`src/rtl/conv_same_ctrl_pkg.sv`:
```
// Shared widths, FSM state encoding and the index incrementer for the
// "same"-mode convolution sequencer.
package conv_same_ctrl_pkg;

    localparam int DATA_W = 8;
    localparam int IDX_W  = 5;
    localparam int ACC_W  = 2*DATA_W + IDX_W;

    typedef enum logic [2:0] {
        IDLE  = 3'd0,
        CALC  = 3'd1,
        ISSUE = 3'd2,
        DRAIN = 3'd3,
        WRITE = 3'd4,
        DONE  = 3'd5
    } state_t;

    function automatic logic [IDX_W-1:0] same_i(input logic [IDX_W-1:0] v);
        return v + IDX_W'(1);
    endfunction

endpackage

```
`src/rtl/conv_same_bounds.sv`:
```
// Valid product-term range for one centred output: kmin..kmax, with m = n + off.
module conv_same_bounds
    import conv_same_ctrl_pkg::*;
(
    input  logic [IDX_W-1:0] i_n,
    input  logic [IDX_W-1:0] i_off,
    input  logic [IDX_W-1:0] i_size_x,
    input  logic [IDX_W-1:0] i_size_y,
    output logic [IDX_W-1:0] o_kmin,
    output logic [IDX_W-1:0] o_kmax,
    output logic [IDX_W:0]   o_m
);

    logic [IDX_W-1:0] w_sx1;
    logic [IDX_W-1:0] w_sy1;
    logic [IDX_W:0]   w_m;

    // m can exceed 31 (n up to 30 plus off up to 15), hence the extra bit.
    assign w_m   = {1'b0, i_n} + {1'b0, i_off};
    assign w_sx1 = i_size_x - IDX_W'(1);
    assign w_sy1 = i_size_y - IDX_W'(1);
    assign o_m   = w_m;

    always_comb begin
        o_kmin = '0;
        o_kmax = w_sx1;
        if (w_m > {1'b0, w_sy1}) begin
            o_kmin = IDX_W'(w_m - {1'b0, w_sy1});
        end
        if (w_m < {1'b0, w_sx1}) begin
            o_kmax = w_m[IDX_W-1:0];
        end
    end

endmodule

```
`src/rtl/conv_same_ctrl.sv`:
```
// "Same"-mode convolution sequencer: issues X/Y read pairs per output,
// accumulates returned products and writes one centred result per output to Z.
//   state | meaning
//   IDLE  | waiting for start, outputs quiet
//   CALC  | load k range for output n, clear accumulator
//   ISSUE | one X/Y read per cycle, k = kmin..kmax
//   DRAIN | last read data returns and is accumulated
//   WRITE | Z[n] <= acc
//   DONE  | one-cycle done pulse
module conv_same_ctrl
    import conv_same_ctrl_pkg::*;
(
    input  logic              i_clk,
    input  logic              i_rst,
    input  logic              i_start,
    input  logic [IDX_W-1:0]  i_size_x,
    input  logic [IDX_W-1:0]  i_size_y,
    output logic [IDX_W-1:0]  o_mem_x_addr,
    output logic [IDX_W-1:0]  o_mem_y_addr,
    output logic              o_mem_rd,
    input  logic [DATA_W-1:0] i_mem_x_data,
    input  logic [DATA_W-1:0] i_mem_y_data,
    output logic [IDX_W-1:0]  o_mem_z_addr,
    output logic [ACC_W-1:0]  o_mem_z_data,
    output logic              o_mem_z_we,
    output logic              o_busy,
    output logic              o_done
);

    state_t           r_state;
    logic [IDX_W-1:0] r_size_x;
    logic [IDX_W-1:0] r_size_y;
    logic [IDX_W-1:0] r_n;
    logic [IDX_W-1:0] r_k;
    logic [IDX_W-1:0] r_ym;
    logic [IDX_W-1:0] r_kmax;
    logic [ACC_W-1:0] r_acc;
    logic             r_rd_valid;

    logic [IDX_W-1:0]    w_off;
    logic [IDX_W-1:0]    w_kmin;
    logic [IDX_W-1:0]    w_kmax;
    logic [IDX_W:0]      w_m;
    logic [2*DATA_W-1:0] w_prod;
    logic                w_issue;
    logic                w_write;

    assign w_off  = (r_size_y - IDX_W'(1)) >> 1;
    assign w_prod = i_mem_x_data * i_mem_y_data;

    conv_same_bounds u_bounds (
        .i_n      (r_n),
        .i_off    (w_off),
        .i_size_x (r_size_x),
        .i_size_y (r_size_y),
        .o_kmin   (w_kmin),
        .o_kmax   (w_kmax),
        .o_m      (w_m)
    );

    always_ff @(posedge i_clk) begin
        if (i_rst) begin
            r_state    <= IDLE;
            r_size_x   <= '0;
            r_size_y   <= '0;
            r_n        <= '0;
            r_k        <= '0;
            r_ym       <= '0;
            r_kmax     <= '0;
            r_acc      <= '0;
            r_rd_valid <= 1'b0;
        end else begin
            // Read data lands one cycle after the strobe; add it at the end of that cycle.
            r_rd_valid <= (r_state == ISSUE);
            if (r_rd_valid) begin
                r_acc <= r_acc + ACC_W'(w_prod);
            end
            case (r_state)
                IDLE: begin
                    if (i_start) begin
                        r_size_x <= i_size_x;
                        r_size_y <= i_size_y;
                        r_n      <= '0;
                        if (i_size_x == '0 || i_size_y == '0) begin
                            r_state <= DONE;
                        end else begin
                            r_state <= CALC;
                        end
                    end
                end
                CALC: begin
                    r_k     <= w_kmin;
                    r_ym    <= IDX_W'(w_m - {1'b0, w_kmin});
                    r_kmax  <= w_kmax;
                    r_acc   <= '0;
                    r_state <= ISSUE;
                end
                ISSUE: begin
                    if (r_k == r_kmax) begin
                        r_state <= DRAIN;
                    end else begin
                        r_k  <= same_i(r_k);
                        r_ym <= r_ym - IDX_W'(1);
                    end
                end
                DRAIN: begin
                    r_state <= WRITE;
                end
                WRITE: begin
                    if (r_n == r_size_x - IDX_W'(1)) begin
                        r_state <= DONE;
                    end else begin
                        r_n     <= same_i(r_n);
                        r_state <= CALC;
                    end
                end
                DONE: begin
                    r_state <= IDLE;
                end
                default: begin
                    r_state <= IDLE;
                end
            endcase
        end
    end

    // Outputs decode registered state only; addresses/data are forced to 0 when not in use.
    assign w_issue      = (r_state == ISSUE);
    assign w_write      = (r_state == WRITE);
    assign o_mem_rd     = w_issue;
    assign o_mem_x_addr = w_issue ? r_k  : '0;
    assign o_mem_y_addr = w_issue ? r_ym : '0;
    assign o_mem_z_we   = w_write;
    assign o_mem_z_addr = w_write ? r_n   : '0;
    assign o_mem_z_data = w_write ? r_acc : '0;
    assign o_busy       = (r_state == CALC) || w_issue || (r_state == DRAIN) || w_write;
    assign o_done       = (r_state == DONE);

endmodule

```
`config.mk`:
```
export PLATFORM = sky130hd
export DESIGN_NAME = conv_same_ctrl
export DESIGN_NICKNAME = d
export VERILOG_FILES = /design/src/rtl/conv_same_ctrl_pkg.sv /design/src/rtl/conv_same_bounds.sv /design/src/rtl/conv_same_ctrl.sv
export SDC_FILE = /design/constraint.sdc
export NUM_CORES = 1
export LEC_CHECK = 0
export BUFFER_PORTS_ARGS = -buffer_cell sky130_fd_sc_hd__clkbuf_2
export CAP_MARGIN = 20
export CORE_UTILIZATION = 45
export CTS_CLUSTER_DIAMETER = 50
export DETAILED_ROUTE_END_ITERATION = 8
export GPL_ROUTABILITY_DRIVEN = 0
export HOLD_SLACK_MARGIN = 0.03
export PLACE_DENSITY_LB_ADDON = 0.3
export SYNTH_ARGS = -nofsm -noshare
export SYNTH_HDL_FRONTEND = slang
export SYNTH_SLANG_ARGS = --single-unit
```
`constraint.sdc`:
```
create_clock -name i_clk -period 6.35 [get_ports i_clk]
set_input_delay 1.905 -clock i_clk [delete_from_list [all_inputs] [get_ports i_clk]]
set_output_delay 1.905 -clock i_clk [all_outputs]
set_load 0.02 [all_outputs]
```
# == Word level (Yosys, flattened, before mapping) ==
# Cells that the tools add are included.
# classes
n_lt_le_gt_ge,2
mux,18
n_addsub,9
eq_ne,11
mul,1
n_reduce_logical,14
# op_table
op,n
$mux 5,9
$pmux 5 s2,3
$add 21x16->21,1
$mux 21,1
$mul 8x8->16,1
$pmux 3 s5,1
$sub 5x1->5 const B,3
$mux 3,4
$add 5x1->5 const B,2
$eq 5x5->1,2
$logic_not 5->1,2
$sub 5x5->5,2
$add 5x4->6,1
$eq 3x2->1 const B,2
$eq 3x3->1 const B,2
$gt 6x5->1,1
$lt 6x5->1,1
$ne 2x2->1 const B,3
$reduce_and 2->1,3
$logic_or 1x1->1,4
$reduce_bool 2->1,2
$eq 3x1->1 const B,1
$logic_not 3->1,1
$reduce_and 3->1,1
2 further kinds,2
# word_totals
output_inout_bits,40
wordCells,64
in_bits,29
regBits,55

# == Depth between registers and ports, before layout ==
# depth
word_depth,6
mapped_depth,21
mapped_depth_nobuf,21

# == Cells and area by module ==
# From an unflattened synthesis, not the netlist that was laid out.
# hier_totals
hier_cells,789
hier_area_um2,6313.6
# by_module_without_submodules
mod,instances,area_per_inst_um2,cells_each,seq_area_each_um2
conv_same_ctrl,1,5584.1,700,1101.1
conv_same_bounds,1,729.4,89,0.0

# == Least setup slack after synthesis ==
# No wires, ideal clock.
# synth_timing
path_type,input to register
start,in i_mem_y_data[1]
end,reg r_acc[20]
path_slack_ns,0.536
n_path_buf,1
stages,16
t_required_ns,6.222
t_arrival_ns,5.687
path_cell_list,clkbuf_1 > nand2_1 > fa_1 > inv_1 > fa_1 > inv_1 > fa_1 > fa_1 > inv_1 > ha_1 > o211ai_1 > o211ai_1 > a41oi_1 > a311oi_1 > xnor2_1 > nor2_1
# synth_between
elab_chain_len,2
# synth_lines
item,line,source
from (decl),conv_same_ctrl.sv:22,"input logic [DATA_W-1:0] i_mem_y_data,"
$mul 8x8->16,conv_same_ctrl.sv:49,assign w_prod = i_mem_x_data * i_mem_y_data;
$add 21x16->21,conv_same_ctrl.sv:76,r_acc <= r_acc + ACC_W'(w_prod);
to (signal assigned),conv_same_ctrl.sv:76,
to (decl),conv_same_ctrl.sv:37,logic [ACC_W-1:0] r_acc;
# No other way between the ends.
# A chain may end at the register's enable or synchronous reset.

# == Final worst setup path ==
# layout_timing
start,in i_mem_x_data[3]
end,reg r_acc[20]
# layout_between
elab_chain_len,2
# layout_lines
item,line,source
from (decl),conv_same_ctrl.sv:21,"input logic [DATA_W-1:0] i_mem_x_data,"
$mul 8x8->16,conv_same_ctrl.sv:49,
$add 21x16->21,conv_same_ctrl.sv:76,
# No other way between the ends.

==> results.yml <==
global_route:
  grt_remaining_overflow: 0
  antenna_found_initial: 0
  grt_usage: 0.2036
  grt_pass1_wl_microns: 23330
  grt_start_max_net_pins: 38
  grt_pass1_vias: 4829
synthesis:
  yosysTopAreaCell: "dfxtp_1"
  synth_seq_area_share: 0.1794
  synth_async_sr_flop_share: 0
  synth_warnings: 0
  synthDistinctLibCells: 63
  synth_commonest_cells: "inv_1, nand2_1, ha_1, dfxtp_1, fa_1"
  ys.flop_type: "dfxtp_1"
  synth_edf_count: 0
  syn_inst: 749
  synth_area_leaders: "dfxtp_1, fa_1, ha_1"
  syn-num-nets: 895
  synth_top_area_share: 0.1794
  netlist_area_sq_um: 6136
  synth-seq-cells: 55
  synth_area_per_cell_sq_um: 8.192
  yosysMostFrequentCell: "inv_1"
floorplanning:
  io_pins: 69
  fp.dieH_microns: 118.8
  die_area_sq_um: 14110
  start_util: 0.4615
  die_w_microns: 118.8
  core_area_sq_um: 13300
  rows: 42
timing:
  tns_ns: 0
  hold_viol: 0
  timing.slew.headroom: 0.3426
  rsz0062_at_grt: "no"
  fin_crit_sh: 0.9185
  setup_slack_ns: 0.5174
  finalCriticalPeriod_ns: 5.833
  setup_viol: 0
  fmax_ghz: 0.1715
  skew_ns: 0.009939
  tightestPinTransition_ns: 0.9818
  slew_viol_final: 0
place:
  placed_area_sq_um: 6608
  io_buffers: 68
  dp.cells: 970
  dp_slack_ns: 0.2062
  dp_hpwl_microns: 10980
worst_setup_path:
  cp_data_arrival_time_ns: 6.02
  worst_path_max_delay_cell: "fa_1"
  worst_setup_path_end_kind: "flop"
  critPathKind: "input port to flop"
  cp.required_ns: 6.54
  worst_path_largest_cell_delay_ns: 0.54
  cp_max_fo: 8
  cp_common_cell: "fa_1"
  cp-start-kind: "input port"
  path_cells: "clkbuf_2 > and2_1 > fa_1 > inv_1 > fa_1 > inv_1 > fa_1 > fa_1 > ha_1 > o211ai_1 > o211ai_1 > a41oi_1 > a311oi_1 > xnor2_1 > nor2_1"
clock_tree:
  cts-root-buf: "clkbuf_16"
  cts_tree: "built"
  clock-sinks: 55
  h-tree-depth: 2
  cts_buffer_depth: 2
  clkTransAtPathRegs_ns: 0.08
  cts_resized: 0
  cts_hold_buf: 0
  postCtsSetupRepairBufs: 0
  insertion_delay_ns: 0.30
  cts_buffers: 5
pwr:
  total_power_mw: 2.432
  p_leak_nw: 3.374
  p_per_area_nw_per_um2: 358.8
  ir_drop_mv: 0.2135
route:
  via_count: 5050
  drtIter0Drc: 199
  maxUsedRoutingLayer: "met4"
  wl_met1_microns: 6750
  drc_errors: 0
  wl_per_cell_microns: 13.92
  via_per_inst: 5.164
  postRouteAntennaNets: 0
  dr_wl_met3_microns: 634
  routed-wl-met2_microns: 6134
  postRouteWirelength_microns: 13610
  dr.pass1.iters: 5
cells_and_area:
  antennaDiodeCount: 0
  finalNonFillerCells: 978
  drive_above_1_share: 0.1072
  nFillCells: 1302
  nNetsFinal: 947
  syn_to_final_growth_pct: 10.44
  finalInstanceArea_sq_um: 6777
status:
  status: "finished, final reports clean"
worst_hold_path:
  hold_class: "flop to flop"
run:
  max_cap_violations: 0
-- power breakdown --
group	internal [mW]	switching, mW	total (mW)
Sequential	0.409	0.0760	0.485
Clock	0.186	0.131	0.318
Combinational	0.672	0.957	1.63
-- kinds of logic (layout without fill, tap and decap cells) --
group           count (synthesis)  in the layout  synth area share
fa+ha+maj                     117            117            0.3034
mux                            16             16           0.02610
simple gates                  260            260            0.2141
buf+inv                       146            199           0.09156
flops                          55             55            0.1794
xor+xnor                       45             45           0.07117
compound gates                110            110            0.1142
-- placed cells by master, fill, tap and decap left out, types with 5 or more instances in the layout --
| cell type | synthesis | layout |
|---|---|---|
| fa_1 | 53 | 53 |
| nor2b_1 | 5 | 5 |
| mux2i_1 | 16 | 16 |
| a211oi_1 | 7 | 7 |
| inv_1 | 120 | 120 |
| dfxtp_1 | 55 | 55 |
| and3_1 | 27 | 27 |
| o21ai_0 | 15 | 15 |
| nor3_1 | 11 | 11 |
| a21oi_1 | 36 | 36 |
| o21ai_1 | 8 | 8 |
| clkbuf_2 | 0 | 68 |
| nand2_1 | 83 | 83 |
| and2_1 | 31 | 31 |
| nor2_1 | 52 | 52 |
| clkbuf_16 | 0 | 5 |
| a31oi_1 | 5 | 5 |
| xnor2_1 | 21 | 21 |
| nand3_1 | 15 | 15 |
| a21o_1 | 8 | 8 |
| nor3b_1 | 6 | 6 |
| ha_1 | 64 | 64 |
| xor2_1 | 21 | 21 |
| nand4_1 | 7 | 7 |
-- final timing paths --
check        cells past startpoint            start           to  slack, ns
max                             15  i_mem_x_data[3]    r_acc[20]       0.52
min                              2      r_size_y[4]  r_size_y[4]       0.47
max reg2reg                     21      r_size_y[0]      r_ym[4]       1.72
min reg2reg                      2      r_size_y[4]  r_size_y[4]       0.47
-- area by class of cell --
class | instances | area [sq um] | share of cell area
multi-input cells | 548 | 4473 | 0.6601
flip-flops and latches | 55 | 1101 | 0.1625
inverters | 121 | 454.2 | 0.06702
repair buffers | 70 | 359.1 | 0.05299
well taps | 176 | 220.2 | 0.03250
clock buffers | 5 | 125.1 | 0.01846
clock inverters | 3 | 43.79 | 0.006462
-- metrics by stage --
stage | utilization | hold slack, ns
global placement | 0.4961 | 0.4551
floorplan | - | 0.4383
finish | 0.5097 | 0.4680
global route | 0.5097 | 0.4983
detailed placement | 0.4970 | 0.4628
CTS | 0.5097 | 0.4725
-- state kept, by name, summed over array words and instances, names as in the netlist --
register and cells:
r_n 5, r_k 5, r_acc 21, r_rd_valid 1
r_ym 5, r_kmax 5, r_state 3, r_size_x 5
r_size_y 5
-- routing by layer --
layer  vias up  GRT usage
li1       2564          -
met1      2377     0.3033
met2        99     0.3209
met3        10    0.02461
met4         0    0.02769
met5         -          0
-- worst max-delay path, delay by kind of cell --
family	cells	cell delay, ns
AO/OA/AOI/OAI	4	1.06
XOR/XNOR	1	0.15
adder cells (fa/ha/maj)	5	2.38
buffers and inverters	3	0.26
AND/OR/NAND/NOR	2	0.25
Power figures use the tool's default switching activity.
